==> src/rtl/image_arb_pkg.sv <==
// Shared types and default widths for the image memory arbiter.
package image_arb_pkg;

    localparam int IMG_ADDR_W = 18;
    localparam int IMG_DATA_W = 8;

    typedef enum logic [1:0] {
        IDLE       = 2'd0,
        VGA_OWN    = 2'd1,
        CPU_OWN    = 2'd2,
        CPU_FORCED = 2'd3
    } arb_state_t;

endpackage

==> src/rtl/image_mem_arbiter_wait_counter.sv <==
// Saturating count of consecutive cycles the CPU has been denied the image memory.
module arb_wait_counter #(
    parameter int MAX = 4
) (
    input  logic clk,
    input  logic reset,
    input  logic inc,
    input  logic clr,
    output logic sat
);

    localparam int CW = (MAX < 1) ? 1 : $clog2(MAX + 1);
    localparam logic [CW-1:0] MAX_V = CW'(MAX);

    logic [CW-1:0] cnt_r;

    // Clear wins over increment; hold once the limit is reached.
    always_ff @(posedge clk) begin
        if (reset) begin
            cnt_r <= {CW{1'b0}};
        end else if (clr) begin
            cnt_r <= {CW{1'b0}};
        end else if (inc && (cnt_r != MAX_V)) begin
            cnt_r <= cnt_r + CW'(1);
        end else begin
            cnt_r <= cnt_r;
        end
    end

    assign sat = (cnt_r == MAX_V);

endmodule

==> src/rtl/image_mem_arbiter.sv <==
// Shares the single-port image memory between the CPU data port and the VGA fetcher;
// VGA wins by default, a starvation counter bounds how long the CPU can be held off.
module image_mem_arbiter
    import image_arb_pkg::*;
#(
    parameter int ADDR_W   = IMG_ADDR_W,
    parameter int DATA_W   = IMG_DATA_W,
    parameter int MAX_WAIT = 4
) (
    input  logic              clk,
    input  logic              reset,
    input  logic              cpu_req,
    input  logic              cpu_we,
    input  logic [ADDR_W-1:0] cpu_adr,
    input  logic [DATA_W-1:0] cpu_wdata,
    output logic              cpu_gnt,
    output logic              cpu_stall,
    output logic              cpu_rvalid,
    output logic [DATA_W-1:0] cpu_rdata,
    input  logic              vga_req,
    input  logic [ADDR_W-1:0] vga_adr,
    output logic              vga_gnt,
    output logic              vga_rvalid,
    output logic [DATA_W-1:0] vga_rdata,
    output logic              vga_miss,
    output logic [ADDR_W-1:0] mem_adr,
    output logic              mem_we,
    output logic [DATA_W-1:0] mem_wdata,
    input  logic [DATA_W-1:0] mem_rdata
);

    arb_state_t state_r;
    arb_state_t state_nxt_s;
    logic       cpu_gnt_s;
    logic       vga_gnt_s;
    logic       wait_sat_s;
    logic       cpu_rvalid_r;
    logic       vga_rvalid_r;

    arb_wait_counter #(
        .MAX (MAX_WAIT)
    ) u_wait_counter (
        .clk   (clk),
        .reset (reset),
        .inc   (cpu_req & ~cpu_gnt_s),
        .clr   (cpu_gnt_s | ~cpu_req),
        .sat   (wait_sat_s)
    );

    // Priority arbitration; a forced CPU grant always yields the next slot to VGA.
    always_comb begin
        cpu_gnt_s   = 1'b0;
        vga_gnt_s   = 1'b0;
        state_nxt_s = IDLE;
        if (reset) begin
            state_nxt_s = IDLE;
        end else if ((state_r == CPU_FORCED) && vga_req) begin
            vga_gnt_s   = 1'b1;
            state_nxt_s = VGA_OWN;
        end else if (cpu_req && wait_sat_s) begin
            cpu_gnt_s   = 1'b1;
            state_nxt_s = CPU_FORCED;
        end else if (vga_req) begin
            vga_gnt_s   = 1'b1;
            state_nxt_s = VGA_OWN;
        end else if (cpu_req) begin
            cpu_gnt_s   = 1'b1;
            state_nxt_s = CPU_OWN;
        end else begin
            state_nxt_s = IDLE;
        end
    end

    // Winner register and read-return pipeline matching the memory's one-cycle latency.
    always_ff @(posedge clk) begin
        if (reset) begin
            state_r      <= IDLE;
            cpu_rvalid_r <= 1'b0;
            vga_rvalid_r <= 1'b0;
        end else begin
            state_r      <= state_nxt_s;
            cpu_rvalid_r <= cpu_gnt_s & ~cpu_we;
            vga_rvalid_r <= vga_gnt_s;
        end
    end

    assign cpu_gnt    = cpu_gnt_s;
    assign vga_gnt    = vga_gnt_s;
    assign cpu_stall  = cpu_req & ~cpu_gnt_s;
    assign vga_miss   = vga_req & ~vga_gnt_s & ~reset;
    assign mem_adr    = vga_gnt_s ? vga_adr : cpu_adr;
    assign mem_we     = cpu_gnt_s & cpu_we;
    assign mem_wdata  = cpu_wdata;
    assign cpu_rvalid = cpu_rvalid_r;
    assign vga_rvalid = vga_rvalid_r;
    assign cpu_rdata  = cpu_rvalid_r ? mem_rdata : {DATA_W{1'b0}};
    assign vga_rdata  = vga_rvalid_r ? mem_rdata : {DATA_W{1'b0}};

endmodule

==> config.mk <==
export PLATFORM = sky130hd
export DESIGN_NAME = image_mem_arbiter
export DESIGN_NICKNAME = d
export VERILOG_FILES = /design/src/rtl/image_arb_pkg.sv /design/src/rtl/image_mem_arbiter_wait_counter.sv /design/src/rtl/image_mem_arbiter.sv
export SDC_FILE = /design/constraint.sdc
export NUM_CORES = 1
export LEC_CHECK = 0
export BUFFER_PORTS_ARGS = -buffer_cell sky130_fd_sc_hd__buf_2
export CORE_MARGIN = 4
export CORE_UTILIZATION = 31
export CTS_BUF_LIST = sky130_fd_sc_hd__clkbuf_4
export DETAILED_ROUTE_END_ITERATION = 8
export PLACE_DENSITY = 0.77
export SLEW_MARGIN = 20
export SYNTH_ARGS = -nofsm -noshare
export SYNTH_HDL_FRONTEND = slang
export SYNTH_SLANG_ARGS = --single-unit
==> constraint.sdc <==
create_clock -name clk -period 2.3 [get_ports clk]
set_input_delay 0.23 -clock clk [delete_from_list [all_inputs] [get_ports clk]]
set_output_delay 0.23 -clock clk [all_outputs]
set_load 0.02 [all_outputs]
==> impl_results.md <==
* Reg-to-Reg Start: u_wait_counter.cnt_r[0]
* Inserted Diodes at 0
* Initial DRC Count at 30
* Finished Cell Area at 0.00121 mm^2
* Cell-by-cell trace of the critical path: inv_1 > ha_1 > and3_4 > a21oi_4 > buf_6 > mux2_2 > buf_2
* Fmax at 463 MHz
* Cell Area, Synth at 767 um^2
* Total gr overflow at 0
* Fin crit share at 93.8%
* Initial antenna violation count at 0
* Row cnt at 17
* Total track usage at 14.8%
* Fin crit period at 2160 ps
* Synthesized instance count at 86
* Hold Crit Class: primary input to flop
* Via count at 920
* Worst r2r path cells at 5
* Share of cells above drive strength 1 at 69.4%
* Die width at 57.7 um
* GRT busiest layer: met2
* Worst reg2reg path endpoint: cpu_rvalid
* Post-Synth Adder-Cell Area at 3.26%
* Later-pin clock latency in the skew report at 250 ps
* DP HPWL at 2.37 mm
* Commonest non-fill, non-tap cell in the layout: buf_2
* Leak pwr at 0.682 nW
* Grt met3 use at 4.01%
* Cell Area, Placed at 0.00117 mm^2
* H-tree depth at 1
* Worst VDD drop at 0.251 mV
* Async set or reset register ratio after synthesis at 0%
* Fin Clk Skew at 0.0977 ps
* GRT met2 Usage at 27.4%
* Syn Area/Cell at 8.92 um^2
* Via density at 4.65
* Slew Limit Fails at 0
* Req. time, crit path at 2070 ps
* Critical Path AT at 1930 ps
* PwrDens at 371 mW/mm^2
* CP delay by family, top: buffers and inverters
* NumNets Final at 230
* Clock root buffer: clkbuf_4
* Hold depth at 2
* Max-Cap Viols at 0
* Nature of the critical path startpoint: flop
* Post-synthesis sequential area ratio at 18.3%
* DP Worst Slack at 287 ps
* CP bufs+invs at 3
* Die area at 0.00333 mm^2
* Hold endpoint: cpu_rvalid
* Largest net degree at the start of global routing at 11
* RSZ-0062 raised after global routing: no
* DR DRC count at 0
* Syn nets at 145
* IO Count at 106
* Final hold violation count at 0
* Synth Area in XOR/XNOR at 1.14%
* Post-CTS Setup Bufs at 0
* Buffers added on ports at 89
* Synth unique cells at 23
* CTS buffer count at 3
* Main combinational cell family by area after synthesis: multiplexers
* CTS resizes at 0
* Final setup TNS at 0 ps
* Drt total wl at 2.61 mm
* Slowest cell on crit path: dfxtp_2
* Min Hold Slack at 158 ps
* Top FF cell, synth: dfxtp_1
* Synth Area in Compound Gates at 6.85%
* Mux cell area share after synthesis at 30.8%
* Routed len/inst at 13.2 um
* Kind of critical path: flop to primary output
* Worst-path clk slew at 50 ps
* Final worst slack at 142 ps
* Core ar. at 0.00228 mm^2
* Clock Sinks at 7
* Final antenna-violating net count at 0
* Slowest stage delay, CP at 340 ps
* Outcome: complete, no violations
* M1 GR Usage at 14.0%
* Simple-Gate Fraction of Synth Area at 26.1%
* Final GP Congestion at 0.800
* CTS Hold Bufs at 0
* First-pass GRT wire length at 3.96 mm
* Setup Viol. Count Final at 0
* Initial core utilization at 33.7%
* Commonest non-fill, non-tap cells in the layout: buf_2 (89), and2_1 (16), mux2_4 (9), mux2_2 (9), nor2_1 (8)
* Longest Clk Path Bufs at 2
* Yosys reg bits at 7
* Fillers at 202
* Tightest Pin Transition at 343 ps
* Pre-antenna DRT Iters at 4
* Post-synth EDFFs at 0
* CP Capture Type: primary output
* CTS tree: built
* Slew headroom at 77.2%
* Warnings, synthesis at 0
* Area Growth Syn to Fin at 57.7%
* Die height at 57.7 um
* Worst-path maximum fanout at 9
* Vias in the first global route at 919
* Hold path startpoint: cpu_we
* Reg2reg setup slack at 940 ps
where the power goes:
| part | internal, W | total, W | leakage [nW] | switching (W) |
|---|---|---|---|---|
| registers | 0.000126 | 0.000130 | 0.0578 | 0.00000393 |
| clock network | 0.0000778 | 0.000120 | 0.0184 | 0.0000427 |
| logic | 0.0000967 | 0.000199 | 0.606 | 0.000102 |
cell type report:
class                      instances  area [um^2]  area share [%]
tap                               28         35.0            2.90
multi-input combinational         66          528            43.6
inverter                           2         7.51           0.620
sequential                         7          141            11.7
clock buffer                       4         30.0            2.48
timing repair buffer              91          468            38.7
registers in the layout, indices dropped and copies added, names as in the netlist:
register and cells:
vga_rvalid 1, u_wait_counter.cnt_r 3, cpu_rvalid 1, state_r 2
worst max-delay path by stage:
| stage | from | endpoint | cells past startpoint |
|---|---|---|---|
| floorplan | u_wait_counter.cnt_r[0] | mem_adr[10] | 7 |
| global placement | u_wait_counter.cnt_r[0] | mem_adr[2] | 7 |
| detailed placement | u_wait_counter.cnt_r[0] | mem_adr[11] | 7 |
| CTS | u_wait_counter.cnt_r[0] | mem_adr[11] | 7 |
| global route | u_wait_counter.cnt_r[0] | mem_adr[3] | 7 |
| finish | u_wait_counter.cnt_r[0] | mem_adr[1] | 7 |
cells by family (layout without fill, tap and decap cells):
logic type	count (synthesis)	count (layout)
compound gates	7	7
xor+xnor	1	1
fa+ha+maj	2	2
buf+inv	13	97
flops	7	7
mux	18	18
simple gates	38	38
through the flow:
step | cells | util, % | power (W)
2_1_floorplan | 86 | - | 0.000268
3_3_place_gp | 194 | 51.2 | 0.000327
6_report | 198 | 53.2 | 0.000449
3_5_place_dp | 194 | 51.2 | 0.000331
5_1_grt | 198 | 53.2 | 0.000477
4_1_cts | 198 | 52.6 | 0.000454
cells in the mapped netlist, types with 2 or more instances:
| library cell | number | area share (%) |
|---|---|---|
| ha_1 | 2 | 3.3 |
| dfxtp_1 | 7 | 18 |
| nor2_1 | 8 | 3.9 |
| inv_1 | 2 | 0.98 |
| a21oi_1 | 4 | 2.6 |
| and2_1 | 16 | 13 |
| mux2_4 | 9 | 18 |
| nand2_1 | 7 | 3.4 |
| buf_4 | 8 | 7.8 |
| mux2_2 | 9 | 13 |
| nor3_1 | 2 | 1.3 |
per-layer routing:
layer	routed length [um]	vias to the layer above
met1	867	401
met4	104	0
met2	1340	58
met3	292	12
li1	-	449
met5	0	-
Note: power is estimated with default switching activity, not from simulation.
